$ cat src/rtl/ppu_timing_gen_if.sv
// Host/render-side signal bundle of the PPU timing generator.
// master: the timing generator itself; slave: the register/render logic that consumes it.
interface ppu_timing_gen_if #(
    parameter int CNT_W = 9
);
    logic             I_rendering;
    logic             I_nmi_enable;
    logic             I_status_rd;
    logic             O_dot_en;
    logic [CNT_W-1:0] O_x;
    logic [CNT_W-1:0] O_y;
    logic             O_hsync;
    logic             O_vsync;
    logic             O_active;
    logic             O_line_start;
    logic             O_frame_start;
    logic             O_frame_odd;
    logic             O_vblank;
    logic             O_host_nmi;

    // No valid/ready handshake here: I_status_rd is a single-clock strobe, and O_dot_en,
    // O_line_start and O_frame_start are single-clock pulses. All other signals are levels.
    modport master (
        input  I_rendering, I_nmi_enable, I_status_rd,
        output O_dot_en, O_x, O_y, O_hsync, O_vsync, O_active,
        output O_line_start, O_frame_start, O_frame_odd, O_vblank, O_host_nmi
    );

    modport slave (
        output I_rendering, I_nmi_enable, I_status_rd,
        input  O_dot_en, O_x, O_y, O_hsync, O_vsync, O_active,
        input  O_line_start, O_frame_start, O_frame_odd, O_vblank, O_host_nmi
    );
endinterface

$ cat src/rtl/ppu_timing_gen.sv
// PPU dot/line timing generator with VBL flag and NMI generation.
// Define PPU_TIMING_ODD_SKIP_EN to drop the last pre-render dot on odd rendering frames.
module ppu_timing_gen #(
    parameter int CLK_DIV     = 4,
    parameter int CNT_W       = 9,
    parameter int H_TOTAL     = 341,
    parameter int V_TOTAL     = 262,
    parameter int H_VISIBLE   = 256,
    parameter int V_VISIBLE   = 240,
    parameter int VBL_LINE    = 241,
    parameter int HSYNC_START = 275,
    parameter int HSYNC_END   = 300,
    parameter int VSYNC_START = 242,
    parameter int VSYNC_END   = 244
) (
    input  logic                 I_clock,
    input  logic                 I_reset,
    ppu_timing_gen_if.master     bus
);
    localparam int DIV_W = (CLK_DIV > 2) ? $clog2(CLK_DIV) : 1;

    localparam logic [DIV_W-1:0] DIV_LAST = DIV_W'(CLK_DIV - 1);
    localparam logic [CNT_W-1:0] X_LAST   = CNT_W'(H_TOTAL - 1);
    localparam logic [CNT_W-1:0] X_SKIP   = CNT_W'(H_TOTAL - 2);
    localparam logic [CNT_W-1:0] Y_LAST   = CNT_W'(V_TOTAL - 1);
    localparam logic [CNT_W-1:0] X_VIS    = CNT_W'(H_VISIBLE);
    localparam logic [CNT_W-1:0] Y_VIS    = CNT_W'(V_VISIBLE);
    localparam logic [CNT_W-1:0] Y_VBL    = CNT_W'(VBL_LINE);
    localparam logic [CNT_W-1:0] HS_FIRST = CNT_W'(HSYNC_START);
    localparam logic [CNT_W-1:0] HS_LAST  = CNT_W'(HSYNC_END);
    localparam logic [CNT_W-1:0] VS_FIRST = CNT_W'(VSYNC_START);
    localparam logic [CNT_W-1:0] VS_LAST  = CNT_W'(VSYNC_END);
    localparam logic [CNT_W-1:0] X_ONE    = CNT_W'(1);

    logic [DIV_W-1:0] div_q, div_d;
    logic [CNT_W-1:0] x_q, x_d;
    logic [CNT_W-1:0] y_q, y_d;
    logic             odd_q, odd_d;
    logic             vbl_q, vbl_d;
    logic             sup_q, sup_d;

    logic dot_en;
    logic at_set;
    logic at_clr;
    logic at_race;
    logic skip;

    assign dot_en  = (div_q == DIV_LAST);
    assign at_set  = (x_q == X_ONE) && (y_q == Y_VBL);
    assign at_clr  = (x_q == X_ONE) && (y_q == Y_LAST);
    assign at_race = (x_q == '0) && (y_q == Y_VBL);

`ifdef PPU_TIMING_ODD_SKIP_EN
    assign skip = odd_q && bus.I_rendering && (y_q == Y_LAST) && (x_q == X_SKIP);
`else
    logic unused_rendering;
    assign unused_rendering = bus.I_rendering;
    assign skip = 1'b0;
`endif

    always_comb begin
        div_d = dot_en ? '0 : div_q + 1'b1;
        x_d   = x_q;
        y_d   = y_q;
        odd_d = odd_q;
        vbl_d = vbl_q;
        sup_d = sup_q;
        if (dot_en) begin
            if (skip) begin
                x_d   = '0;
                y_d   = '0;
                odd_d = ~odd_q;
            end else if (x_q == X_LAST) begin
                x_d = '0;
                if (y_q == Y_LAST) begin
                    y_d   = '0;
                    odd_d = ~odd_q;
                end else begin
                    y_d = y_q + 1'b1;
                end
            end else begin
                x_d = x_q + 1'b1;
            end
            if (at_set && !sup_q) vbl_d = 1'b1;
            if (at_clr) begin
                vbl_d = 1'b0;
                sup_d = 1'b0;
            end
        end
        // A status read always wins over a same-clock set; a read one dot early kills the whole frame's VBL.
        if (bus.I_status_rd) begin
            vbl_d = 1'b0;
            if (at_race) sup_d = 1'b1;
        end
    end

    always_ff @(posedge I_clock or negedge I_reset) begin
        if (!I_reset) begin
            div_q <= '0;
            x_q   <= '0;
            y_q   <= '0;
            odd_q <= 1'b0;
            vbl_q <= 1'b0;
            sup_q <= 1'b0;
        end else begin
            div_q <= div_d;
            x_q   <= x_d;
            y_q   <= y_d;
            odd_q <= odd_d;
            vbl_q <= vbl_d;
            sup_q <= sup_d;
        end
    end

    assign bus.O_dot_en      = dot_en;
    assign bus.O_x           = x_q;
    assign bus.O_y           = y_q;
    assign bus.O_hsync       = !((x_q >= HS_FIRST) && (x_q <= HS_LAST));
    assign bus.O_vsync       = !((y_q >= VS_FIRST) && (y_q <= VS_LAST));
    assign bus.O_active      = (x_q != '0) && (x_q <= X_VIS) && (y_q < Y_VIS);
    assign bus.O_line_start  = dot_en && (x_q == '0);
    assign bus.O_frame_start = dot_en && (x_q == '0) && (y_q == '0);
    assign bus.O_frame_odd   = odd_q;
    assign bus.O_vblank      = vbl_q;
    assign bus.O_host_nmi    = !(vbl_q && bus.I_nmi_enable);
endmodule

$ cat src/flat_wrapper.sv
// flat-port wrapper written by rule: the top's interface ports become plain ports
module ppu_timing_gen_flat 
#(
    parameter int CLK_DIV     = 4,
    parameter int CNT_W       = 9,
    parameter int H_TOTAL     = 341,
    parameter int V_TOTAL     = 262,
    parameter int H_VISIBLE   = 256,
    parameter int V_VISIBLE   = 240,
    parameter int VBL_LINE    = 241,
    parameter int HSYNC_START = 275,
    parameter int HSYNC_END   = 300,
    parameter int VSYNC_START = 242,
    parameter int VSYNC_END   = 244
)
  (I_clock, I_reset, bus_I_rendering, bus_I_nmi_enable, bus_I_status_rd, bus_O_dot_en, bus_O_x, bus_O_y, bus_O_hsync, bus_O_vsync, bus_O_active, bus_O_line_start, bus_O_frame_start, bus_O_frame_odd, bus_O_vblank, bus_O_host_nmi);
  ppu_timing_gen_if #(.CNT_W(CNT_W)) bus_i ();
  input  logic I_clock;
  input  logic I_reset;
  input wire logic [$bits(bus_i.I_rendering)-1:0] bus_I_rendering;
  input wire logic [$bits(bus_i.I_nmi_enable)-1:0] bus_I_nmi_enable;
  input wire logic [$bits(bus_i.I_status_rd)-1:0] bus_I_status_rd;
  output wire logic [$bits(bus_i.O_dot_en)-1:0] bus_O_dot_en;
  output wire logic [$bits(bus_i.O_x)-1:0] bus_O_x;
  output wire logic [$bits(bus_i.O_y)-1:0] bus_O_y;
  output wire logic [$bits(bus_i.O_hsync)-1:0] bus_O_hsync;
  output wire logic [$bits(bus_i.O_vsync)-1:0] bus_O_vsync;
  output wire logic [$bits(bus_i.O_active)-1:0] bus_O_active;
  output wire logic [$bits(bus_i.O_line_start)-1:0] bus_O_line_start;
  output wire logic [$bits(bus_i.O_frame_start)-1:0] bus_O_frame_start;
  output wire logic [$bits(bus_i.O_frame_odd)-1:0] bus_O_frame_odd;
  output wire logic [$bits(bus_i.O_vblank)-1:0] bus_O_vblank;
  output wire logic [$bits(bus_i.O_host_nmi)-1:0] bus_O_host_nmi;
  assign bus_i.I_rendering = bus_I_rendering;
  assign bus_i.I_nmi_enable = bus_I_nmi_enable;
  assign bus_i.I_status_rd = bus_I_status_rd;
  assign bus_O_dot_en = bus_i.O_dot_en;
  assign bus_O_x = bus_i.O_x;
  assign bus_O_y = bus_i.O_y;
  assign bus_O_hsync = bus_i.O_hsync;
  assign bus_O_vsync = bus_i.O_vsync;
  assign bus_O_active = bus_i.O_active;
  assign bus_O_line_start = bus_i.O_line_start;
  assign bus_O_frame_start = bus_i.O_frame_start;
  assign bus_O_frame_odd = bus_i.O_frame_odd;
  assign bus_O_vblank = bus_i.O_vblank;
  assign bus_O_host_nmi = bus_i.O_host_nmi;
  ppu_timing_gen #(.CLK_DIV(CLK_DIV), .CNT_W(CNT_W), .H_TOTAL(H_TOTAL), .V_TOTAL(V_TOTAL), .H_VISIBLE(H_VISIBLE), .V_VISIBLE(V_VISIBLE), .VBL_LINE(VBL_LINE), .HSYNC_START(HSYNC_START), .HSYNC_END(HSYNC_END), .VSYNC_START(VSYNC_START), .VSYNC_END(VSYNC_END)) u_core (.I_clock(I_clock), .I_reset(I_reset), .bus(bus_i));
endmodule
$ cat config.mk
export PLATFORM = sky130hd
export DESIGN_NAME = ppu_timing_gen_flat
export DESIGN_NICKNAME = d
export VERILOG_FILES = /design/src/rtl/ppu_timing_gen_if.sv /design/src/rtl/ppu_timing_gen.sv /design/src/flat_wrapper.sv
export SDC_FILE = /design/constraint.sdc
export NUM_CORES = 1
export LEC_CHECK = 0
export CAP_MARGIN = 20
export CORE_MARGIN = 10
export CORE_UTILIZATION = 44
export DETAILED_ROUTE_END_ITERATION = 10
export PLACE_DENSITY = 0.84
export RECOVER_POWER = 25
export SLEW_MARGIN = 20
export SYNTH_ARGS = -nofsm -noshare
export SYNTH_HDL_FRONTEND = slang
export SYNTH_SLANG_ARGS = --single-unit
$ cat constraint.sdc
create_clock -name I_clock -period 1.7 [get_ports I_clock]
set_clock_uncertainty 0.1 [all_clocks]
set_input_delay 0.34 -clock I_clock [delete_from_list [all_inputs] [get_ports I_clock]]
set_output_delay 0.34 -clock I_clock [all_outputs]
set_load 0.01 [all_outputs]
==> results of run 1 <==
[flip-flops by register name, indices dropped and copies added, names as in the netlist]
register                cells
u_core.bus.O_vblank         1
u_core.bus.O_y              9
u_core.bus.O_frame_odd      1
u_core.bus.O_x              9
u_core.div_q                2
u_core.sup_q                1
[routing by layer]
metal | up-vias | share of wire | GRT usage
li1 | 668 | - | -
met1 | 704 | 0.38 | 0.1642
met2 | 49 | 0.54 | 0.3057
met3 | 10 | 0.063 | 0.04468
met4 | 0 | 0.017 | 0.03782
met5 | - | 0 | 0
[worst reg2reg max path: stages (launching register included)]
cell,delay (ns)
dfrtp_2,0.46
inv_4,0.08
ha_4,0.15
buf_6,0.09
buf_6,0.09
nand4bb_4,0.12
buf_6,0.14
nor3_4,0.16
buf_6,0.15
nand2_1,0.05
mux2_2,0.27
[logic make-up after synthesis]
logic type	after synthesis
DFF	23
adders and majority gates	8
AOI/OAI and AO/OA	23
muxes	1
xor gates and xnor gates	9
and+or+nand+nor	60
buffers and inverters	10
[worst paths after layout]
check                                       start                     end  slack, ns  cells past startpoint
min in group asynchronous                 I_reset       u_core.bus.O_y[7]       0.45                      2
max in group asynchronous                 I_reset       u_core.bus.O_x[0]       0.61                      2
min                        u_core.bus.O_frame_odd  u_core.bus.O_frame_odd       0.39                      1
min reg2reg                u_core.bus.O_frame_odd  u_core.bus.O_frame_odd       0.39                      1
max reg2reg                     u_core.bus.O_x[1]       u_core.bus.O_y[3]      -0.27                     10
max                             u_core.bus.O_x[4]       bus_O_frame_start      -0.71                      7
[power groups by stage]
stage | logic [µW] | registers, µW | clock network [µW]
after floorplan | 0.0667 | 558 | 0
after global placement | 19.5 | 557 | 0
final | 18.7 | 547 | 266
after global routing | 21.0 | 547 | 292
after detailed placement | 20.4 | 557 | 0
after CTS | 20.6 | 547 | 265
[per-stage QoR]
stage               total power (µW)  setup TNS, ns  setup slack (ns)  hold slack (ns)  cell area (µm²)
floorplan                      557.6        -0.3500           -0.2795         -0.05559             1371
global placement               576.9         -2.648           -0.6736           0.3538             2021
detailed placement             577.8         -3.299           -0.7540           0.3649             2021
CTS                            832.8         -2.610           -0.6732           0.2769             2221
global route                   860.1         -6.025           -0.7929           0.4110             2342
finish                         831.7         -4.795           -0.7139           0.3922             2342
[synth_stat cells (2+ instances only)]
master	number
inv_1	7
nor3b_1	2
nor2_1	10
and3_1	7
xor2_1	5
dfrtp_1	23
o21ai_0	7
and2_1	2
a21oi_1	2
nor3_2	2
o22ai_1	2
nor3_1	2
nand3_1	8
and4b_1	2
a21o_1	2
nand2_1	14
xnor2_1	4
ha_1	8
nand4_1	3
[cell type report]
cell class / instances / area, µm²
Fill cell: 172 / 462.9
Clock buffer: 3 / 22.52
Timing Repair Buffer: 89 / 780.7
Sequential cell: 23 / 579.3
Clock inverter: 1 / 5.005
Multi-Input combinational cell: 101 / 887.1
Tap cell: 31 / 38.79
Inverter: 7 / 28.78
[timing repair]
| item | in CTS | in global routing |
|---|---|---|
| setup buffers | 13 | 7 |
| resized for setup | 83 | 33 |
| pin swaps | 15 | 17 |
| endpoints found under the setup margin | 39 | 29 |
==> key figures, run 1 <==
Status
  • Status: complete, but fails checks
  • Failing checks: setup timing

Power and ir drop
  • Internal: 641.5 µW
  • Sequential Power Share: 0.658
  • Leakage power: 0.001151 µW
  • Clock Power Share: 0.320
  • Comb power frac: 0.022
  • Sw Ratio: 0.2287
  • PD cells: 355.1 nW/µm²
  • Sw Pwr: about 190 µW
  • Peak VDD IR: 0.3798 mV

Synth
  • Mux share of post-synthesis cell area: 0.008515
  • Xor and xnor fraction of the mapped netlist area: 0.05960
  • Synth Flop Type: dfrtp_1
  • Syn Nets: 147
  • Post-Synth Simple-Gate Area: 0.2715
  • Largest family of logic cells by synthesized area: simple AND/OR/NAND/NOR gates
  • Synth Warn #: 0
  • Synthesized area: 1323 µm²
  • Yosys cell types: 41
  • Adder-cell share of the synthesized area: 0.07569
  • Top-area cell type share of the netlist area: 0.4352
  • EDFF count, synth: 0
  • Cell taking the most area after synthesis: dfrtp_1
  • Synthesized area per cell: a little under 10 µm²
  • Synthesized flop and latch total: 23
  • Ranking of synthesized cells by area: dfrtp_1, ha_1, nand2_1
  • Asr flop ratio synth: 1.000
  • Cell count after synthesis: 134
  • Compound-cell area share of the yosys netlist: 0.1145
  • Post-synthesis sequential area ratio: 0.4352

Global routing
  • Gr usage total: 0.1587
  • Vias in the first global route: about 1500
  • First-pass GRT wire length: 7010 µm
  • Pin count of the biggest net entering global routing: 24
  • Grt total ovfl: 0
  • Antenna violations before repair: 0

Worst setup path
  • Cell family with most CP delay: simple AND/OR/NAND/NOR gates
  • CP startpoint kind: flip-flop
  • CP Data Required Time: 1.26 ns
  • Crit-path slowest cell: dfrtp_2
  • CP cell instances: nor4_4, and3_4, ha_4, and2_4, nand3_2, nor3b_2, buf_2
  • WP buf/inv: 1
  • WS Path Type: flip-flop to primary output
  • Crit path capture type: primary output
  • Crit path DAT: 1.97 ns
  • Largest stage delay on the critical path: 0.46 ns
  • Worst-path maximum fanout: 2

Route
  • DRT antenna net count: 0
  • Via count: 1431
  • Number of remaining DRC errors: 0
  • Drt wl/cell: 18.49 µm
  • Vias per cell: 5.612
  • Final WL: 4715 µm
  • Iter 0 DRT Violations: 130
  • 1st-pass router iterations: 4

Clock tree
  • Clk buf depth: 2
  • CTS tree: yes
  • Clock Latency Late Sink: 0.32 ns
  • TritonCTS buffer count: 3
  • Clk root buf: clkbuf_4
  • Clock transition at the registers of the reported paths: ~0.14 ns
  • # clock sinks: 23
  • Post-CTS Hold Fix Bufs: 0
  • CTS HTree Levels: 1

Floorplanning
  • Die H: 74.83 µm
  • Core Footprint: 2805 µm²
  • Die area: 5599 µm²
  • Initial Util: 0.4715
  • Row count: 19
  • Die Width: ~75 µm
  • # IOs: 32

Placement
  • Detailed placement HPWL: 3020 µm
  • IO buf count: 30
  • Placed insts: 236
  • Gpl congestion: 0.8492

Layout
  • Commonest non-fill, non-tap cell in the layout: buf_4
  • Synthesis-to-finish area growth: 77.11%
  • Most frequent cells in the layout: buf_4, buf_6, dfrtp_1
  • Share of layout cells above drive strength 1: 0.4911
  • Post-route insts no fill: 255
  • Nets@finish: 238
  • Antenna cells: 0
  • Final Core Density: 0.8350

Timing
  • Max Slew Vio Count: 0
  • Worst Slack Setup Final: -0.7139 ns
  • Worst-Margin Slew: slightly above 0.6 ns
  • Final min period: 2.414 ns
  • RSZ-0062 raised after global routing: true
  • Final Cycle Share: 1.420
  • Final setup violation count: 20
  • Rel. slew slack: 0.5902
  • Fin. Hold Viols: 0
  • Highest Clock Rate: about 0.41 GHz

Run
  • Max Cap Violations: 0

Min path
  • Hold Path Class: flip-flop to flip-flop
Power figures use the tool's default switching activity.
==> run 2: changes to the inputs <==
--- a/config.mk
+++ b/config.mk
@@ -7,9 +7,9 @@
 export LEC_CHECK = 0
 export CAP_MARGIN = 20
 export CORE_MARGIN = 10
-export CORE_UTILIZATION = 44
+export CORE_UTILIZATION = 40
 export DETAILED_ROUTE_END_ITERATION = 10
-export PLACE_DENSITY = 0.84
+export PLACE_DENSITY = 0.78
 export RECOVER_POWER = 25
 export SLEW_MARGIN = 20
 export SYNTH_ARGS = -nofsm -noshare
==> constraint.sdc (replaced) <==
create_clock -name I_clock -period 1.7 [get_ports I_clock]
set_clock_uncertainty 0.1 [all_clocks]
set_input_delay 0.34 -clock I_clock [delete_from_list [all_inputs] [get_ports I_clock]]
set_output_delay 0.34 -clock I_clock [all_outputs]
set_load 0.02 [all_outputs]
==> key figures, run 2 (synthesized netlist as in run 1, its figures left out) <==
Timing
  • Worst Slack Setup Final: -0.7265 ns (was -0.7139 ns)
  • Final min period: 2.426 ns (was 2.414 ns)
  • Max Slew Vio Count: 0 (unchanged)
  • RSZ-0062 raised after global routing: true (unchanged)
  • Highest Clock Rate: 0.4121 GHz (was 0.4143 GHz)
  • Fin. Hold Viols: 0 (unchanged)
  • Final TNS setup: -3.955 ns (was -4.795 ns)
  • Worst-Margin Slew: 0.5937 ns (was 0.6147 ns)
  • Final Cycle Share: 1.427 (was 1.420)
  • Rel. slew slack: 0.6042 (was 0.5902)
  • Final setup violation count: 21 (was 20)

Worst setup path
  • WP buf/inv: 1 (unchanged)
  • R2r setup slk: -0.18 ns (was -0.27 ns)
  • WS Path Type: flip-flop to primary output (unchanged)
  • Crit path capture type: primary output (unchanged)
  • Largest stage delay on the critical path: 0.45 ns (was 0.46 ns)
  • CP cell instances: nor4_4, and3_4, ha_4, and2_4, nand3_4, nor3b_4, buf_6 (was nor4_4, and3_4, ha_4, and2_4, nand3_2, nor3b_2, buf_2)
  • Crit path DAT: 1.99 ns (was 1.97 ns)
  • Crit-path slowest cell: dfrtp_2 (unchanged)
  • CP startpoint kind: flip-flop (unchanged)
  • Worst-path maximum fanout: 2 (unchanged)
  • CP Data Required Time: 1.26 ns (about the same)
  • Cell family with most CP delay: simple AND/OR/NAND/NOR gates (unchanged)

Layout
  • Area of the multi-input gates: 992.2 µm² (was 887.1 µm²)
  • Share of layout cells above drive strength 1: 0.5591 (was 0.4911)
  • FF/Latch Area: 581.8 µm² (was 579.3 µm²)
  • Most frequent cells in the layout: buf_4, buf_6, dfrtp_1 (unchanged)
  • Commonest non-fill, non-tap cell in the layout: buf_4 (unchanged)
  • Synthesis-to-finish area growth: 84.39% (was 77.11%)
  • Post-route insts no fill: 264 (was 255)
  • Final Core Density: 0.7859 (was 0.8350)
  • Nets@finish: 234 (was 238)
  • Fill count: 198 (was 172)
  • Antenna cells: 0 (unchanged)

Route
  • Vias per cell: 5.360 (was 5.612)
  • 1st-pass router iterations: 4 (unchanged)
  • Iter 0 DRT Violations: 138 (was 130)
  • DRT antenna net count: 0 (unchanged)
  • Drt wl/cell: 19.14 µm (was 18.49 µm)
  • Final WL: 5054 µm (was 4715 µm)
  • Number of remaining DRC errors: 0 (unchanged)
  • Via count: 1415 (was 1431)

Floorplanning
  • Die area: 6006 µm² (was 5599 µm²)
  • Initial Util: 0.4262 (was 0.4715)
  • Die H: 77.50 µm (was 74.83 µm)
  • Die Width: 77.50 µm (was 74.83 µm)
  • Core Footprint: 3103 µm² (was 2805 µm²)
  • # IOs: 32 (unchanged)
  • Row count: 20 (was 19)

Status
  • Failing checks: setup timing (unchanged)
  • Status: complete, but fails checks (unchanged)

Global routing
  • Vias in the first global route: 1525 (was 1491)
  • First-pass GRT wire length: 7797 µm (was 7010 µm)
  • Gr usage total: 0.1552 (was 0.1587)
  • Grt total ovfl: 0 (unchanged)
  • Pin count of the biggest net entering global routing: 24 (unchanged)
  • Antenna violations before repair: 0 (unchanged)

Power and ir drop
  • Peak VDD IR: 0.2245 mV (was 0.3798 mV)
  • Leakage power: 0.001148 µW (was 0.001151 µW)
  • PD cells: 342.5 nW/µm² (was 355.1 nW/µm²)

Clock tree
  • Clk buf depth: 2 (unchanged)
  • Post-CTS Hold Fix Bufs: 0 (unchanged)
  • # clock sinks: 23 (unchanged)
  • Clk root buf: clkbuf_4 (unchanged)
  • CTS HTree Levels: 1 (unchanged)
  • TritonCTS buffer count: 3 (unchanged)
  • Clock Latency Late Sink: 0.32 ns (about the same)
  • Clock transition at the registers of the reported paths: 0.13 ns (was 0.14 ns)
  • CTS tree: yes (unchanged)

Placement
  • Gpl congestion: 0.7858 (was 0.8492)
  • Detailed placement HPWL: 2994 µm (was 3020 µm)
  • Placed insts: 245 (was 236)
  • IO buf count: 30 (unchanged)

Run
  • Max Cap Violations: 0 (unchanged)

Min path
  • Hold Path Class: flip-flop to flip-flop (unchanged)
-- run 2: cell count changes in the layout (fill, tap and decap cells not counted), moves of 3 or more --
cell             before  now
o21ai_1               7    4
dlygate4sd2_1        17    9
buf_4                38   31
clkbuf_2              1    7
nor2_2                1    4
nand2_1              12    8
clkdlybuf4s15_1       2    6
buf_6                23   28
nor2_1                9    6
buf_2                 4    1
-- run 2: cell type report --
class	instances	area share
Inverter	7	0.01077
Timing Repair Buffer	85	0.3104
Clock buffer	4	0.01077
Multi-Input combinational cell	101	0.4069
Tap cell	44	0.02258
Sequential cell	23	0.2386
-- run 2: what timing repair did --
item / 4_1_cts / 5_1_grt
resized for setup: 102 / 50
endpoints found under the hold margin: 0 / 0
setup endpoints to repair: 45 / 36
pin swaps: 14 / 21
setup buffers: 12 / 7
-- run 2: path summary, 6_finish.rpt --
check / from / to / cells after the start
worst max-delay path: u_core.bus.O_x[3] / bus_O_frame_start / 7
worst min-delay path: u_core.bus.O_frame_odd / u_core.bus.O_frame_odd / 1
worst max register to register: u_core.bus.O_x[1] / u_core.bus.O_y[3] / 9
worst min register to register: u_core.bus.O_frame_odd / u_core.bus.O_frame_odd / 1
max in group asynchronous: I_reset / u_core.bus.O_x[4] / 2
min in group asynchronous: I_reset / u_core.bus.O_x[7] / 2
-- run 2: worst reg2reg max path: stages, from the launching register on --
cell       delay [ns]
dfrtp_2          0.44
inv_2            0.08
ha_4             0.15
buf_6            0.10
nand4bb_4        0.13
buf_6            0.15
nor3_4           0.15
buf_6            0.15
nand2_2          0.06
mux2_2           0.28
-- run 2: per-stage QoR --
step / power (µW) / hold slack, ns / worst slack (ns) / cell area (µm²)
after detailed placement: 577.8 / 0.3232 / -0.8333 / 2027
after CTS: 831.8 / 0.2695 / -0.6963 / 2278
after global placement: 577.3 / 0.3162 / -0.8168 / 2027
after floorplan: 557.6 / -0.05559 / -0.4117 / 1393
after global routing: 864.3 / 0.4318 / -0.8223 / 2439
final: 835.3 / 0.4202 / -0.7265 / 2439
-- run 2: per-layer routing --
layer / share of wire / track usage / vias up
li1: - / - / 650
met5: 0 / 0 / -
met2: 0.50 / 0.2692 / 44
met4: 0.024 / 0.06934 / 0
met1: 0.43 / 0.1840 / 708
met3: 0.041 / 0.02419 / 13
-- run 2: power breakdown --
part | total, µW | internal [µW] | switching (µW)
logic | 18.4 | 6.33 | 12.1
clock network | 270 | 91.9 | 178
registers | 547 | 547 | 0.0000000000000348
==> run 3: changes to the inputs <==
--- a/config.mk
+++ b/config.mk
@@ -8,9 +8,11 @@
 export CAP_MARGIN = 20
 export CORE_MARGIN = 10
 export CORE_UTILIZATION = 40
+export CTS_CLUSTER_DIAMETER = 80
 export DETAILED_ROUTE_END_ITERATION = 10
 export PLACE_DENSITY = 0.78
 export RECOVER_POWER = 25
+export SKIP_CTS_REPAIR_TIMING = 1
 export SLEW_MARGIN = 20
 export SYNTH_ARGS = -nofsm -noshare
 export SYNTH_HDL_FRONTEND = slang
==> key figures, run 3 (synthesized netlist as in run 1, its figures left out) <==
Timing
  • Final Cycle Share: 1.435 (was 1.427)
  • Max Slew Vio Count: 0 (unchanged)
  • Fin. Hold Viols: 0 (unchanged)
  • Final setup violation count: 17 (was 21)
  • Worst-Margin Slew: 0.5802 ns (was 0.5937 ns)
  • Highest Clock Rate: 0.4099 GHz (was 0.4121 GHz)
  • Worst Slack Setup Final: -0.7398 ns (was -0.7265 ns)
  • RSZ-0062 raised after global routing: true (unchanged)
  • Final min period: 2.440 ns (was 2.426 ns)
  • Final TNS setup: -3.502 ns (was -3.955 ns)
  • Rel. slew slack: 0.6132 (was 0.6042)

Status
  • Status: complete, but fails checks (unchanged)
  • Failing checks: setup timing (unchanged)

Clock tree
  • CTS tree: yes (unchanged)
  • # clock sinks: 23 (unchanged)
  • Clock transition at the registers of the reported paths: 0.13 ns (about the same)
  • CTS HTree Levels: 1 (unchanged)
  • Clk buf depth: 2 (unchanged)
  • Clock Latency Late Sink: 0.34 ns (was 0.32 ns)
  • Clk root buf: clkbuf_4 (unchanged)
  • TritonCTS buffer count: 3 (unchanged)

Power and ir drop
  • Sw Ratio: 0.2356 (was 0.2276)
  • Clock Power Share: 0.331 (was 0.323)
  • Peak VDD IR: 0.2961 mV (was 0.2245 mV)
  • Comb power frac: 0.022 (about the same)
  • Sw Pwr: 199.1 µW (was 190.1 µW)
  • PD cells: 341.4 nW/µm² (was 342.5 nW/µm²)
  • Internal: 645.9 µW (was 645.2 µW)
  • Sequential Power Share: 0.647 (was 0.655)
  • Leakage power: 0.001423 µW (was 0.001148 µW)

Global routing
  • Grt total ovfl: 0 (unchanged)
  • Vias in the first global route: 1341 (was 1525)
  • Pin count of the biggest net entering global routing: 24 (unchanged)
  • Antenna violations before repair: 0 (unchanged)
  • First-pass GRT wire length: 6437 µm (was 7797 µm)
  • Gr usage total: 0.1258 (was 0.1552)

Layout
  • Commonest non-fill, non-tap cell in the layout: buf_4 (unchanged)
  • Fill count: 193 (was 198)
  • Share of layout cells above drive strength 1: 0.5000 (was 0.5591)
  • Nets@finish: 232 (was 234)
  • Most frequent cells in the layout: buf_4, dlymetal6s2s_1, buf_6 (was buf_4, buf_6, dfrtp_1)
  • Synthesis-to-finish area growth: 87.13% (was 84.39%)
  • Antenna cells: 0 (unchanged)
  • Final Core Density: 0.7976 (was 0.7859)

Min path
  • Hold Path Class: input pin to async pin (was flip-flop to flip-flop)

Route
  • Via count: 1431 (was 1415)
  • Drt wl/cell: 18.75 µm (was 19.14 µm)
  • 1st-pass router iterations: 4 (unchanged)
  • Iter 0 DRT Violations: 109 (was 138)
  • Vias per cell: 5.462 (was 5.360)
  • Final WL: 4913 µm (was 5054 µm)
  • DRT antenna net count: 0 (unchanged)
  • Number of remaining DRC errors: 0 (unchanged)

Worst setup path
  • CP startpoint kind: flip-flop (unchanged)
  • Crit path DAT: 2.00 ns (was 1.99 ns)
  • WS Path Type: flip-flop to primary output (unchanged)
  • Worst-path maximum fanout: 2 (unchanged)
  • CP Data Required Time: 1.26 ns (about the same)
  • Crit path capture type: primary output (unchanged)

Floorplanning
  • Die area: 6006 µm² (unchanged)
  • Row count: 20 (unchanged)
  • Core Footprint: 3103 µm² (unchanged)
  • Die Width: 77.50 µm (unchanged)
  • Die H: 77.50 µm (unchanged)
  • # IOs: 32 (unchanged)
  • Initial Util: 0.4262 (unchanged)

Run
  • Max Cap Violations: 0 (unchanged)

Placement
  • IO buf count: 30 (unchanged)
  • Gpl congestion: 0.7858 (unchanged)
  • Detailed placement HPWL: 2994 µm (unchanged)
[run 3: cell count changes in the layout (fill, tap and decap cells not counted), sizes merged]
| cell | delta |
|---|---|
| buf | -2 |
| clkbuf | -6 |
| clkdlybuf4s15 | -6 |
| dlygate4sd2 | -9 |
| dlymetal6s2s | +21 |
[run 3: path summary, 6_finish.rpt]
path,startpoint,end,slack [ns],cells past startpoint
setup / recovery,u_core.bus.O_x[3],bus_O_frame_start,-0.74,7
hold / removal,I_reset,u_core.bus.O_x[7],0.41,2
setup reg to reg,u_core.bus.O_x[1],u_core.bus.O_y[5],-0.20,7
hold reg to reg,u_core.bus.O_frame_odd,u_core.bus.O_frame_odd,0.41,1
max in group asynchronous,I_reset,u_core.bus.O_x[1],0.68,2
min in group I_clock,u_core.bus.O_frame_odd,u_core.bus.O_frame_odd,0.41,1
[run 3: per-stage QoR]
| step | cell area (µm²) | setup WS (ns) | hold WS [ns] | instances | power, µW |
|---|---|---|---|---|---|
| floorplan | 1393 | -0.4117 | -0.05559 | 134 | 557.6 |
| global placement | 2027 | -0.8168 | 0.3162 | 245 | 577.3 |
| detailed placement | 2027 | -0.8333 | 0.3232 | 245 | 577.8 |
| CTS | 2053 | -1.201 | 0.2695 | 249 | 831.8 |
| global route | 2475 | -0.8332 | 0.4339 | 262 | 868.3 |
| finish | 2475 | -0.7398 | 0.4055 | 262 | 845.0 |
[run 3: power groups by stage]
stage	logic [µW]	clock network [µW]	registers, µW
finish	18.3	280	547
global route	21.2	300	547
CTS	20.5	264	547
detailed placement	20.4	0	557
global placement	19.9	0	557
floorplan	0.0667	0	558
[run 3: cell type report]
cell class / count / area [µm²] / share of cell area
flip-flops and latches: 23 / 581.8 / 0.2351
well taps: 44 / 55.05 / 0.02224
repair buffers: 83 / 825.8 / 0.3337
inverters: 7 / 26.28 / 0.01062
multi-input cells: 101 / 959.7 / 0.3878
clock buffers: 4 / 26.28 / 0.01062
[run 3: critical path: stages, from the launching register on]
cell,delay [ns]
dfrtp_2,0.45
nor4_4,0.31
and3_4,0.23
ha_4,0.12
and2_4,0.15
nand3_4,0.07
nor3b_4,0.18
buf_6,0.14
[run 3: per-layer routing]
| metal | vias to the layer above | global-route usage | wire length [µm] |
|---|---|---|---|
| met4 | 0 | 0.04380 | 99 |
| met3 | 7 | 0.02304 | 184 |
| met2 | 46 | 0.2249 | 2534 |
| met5 | - | 0 | 0 |
| met1 | 728 | 0.1464 | 2094 |
| li1 | 650 | - | - |
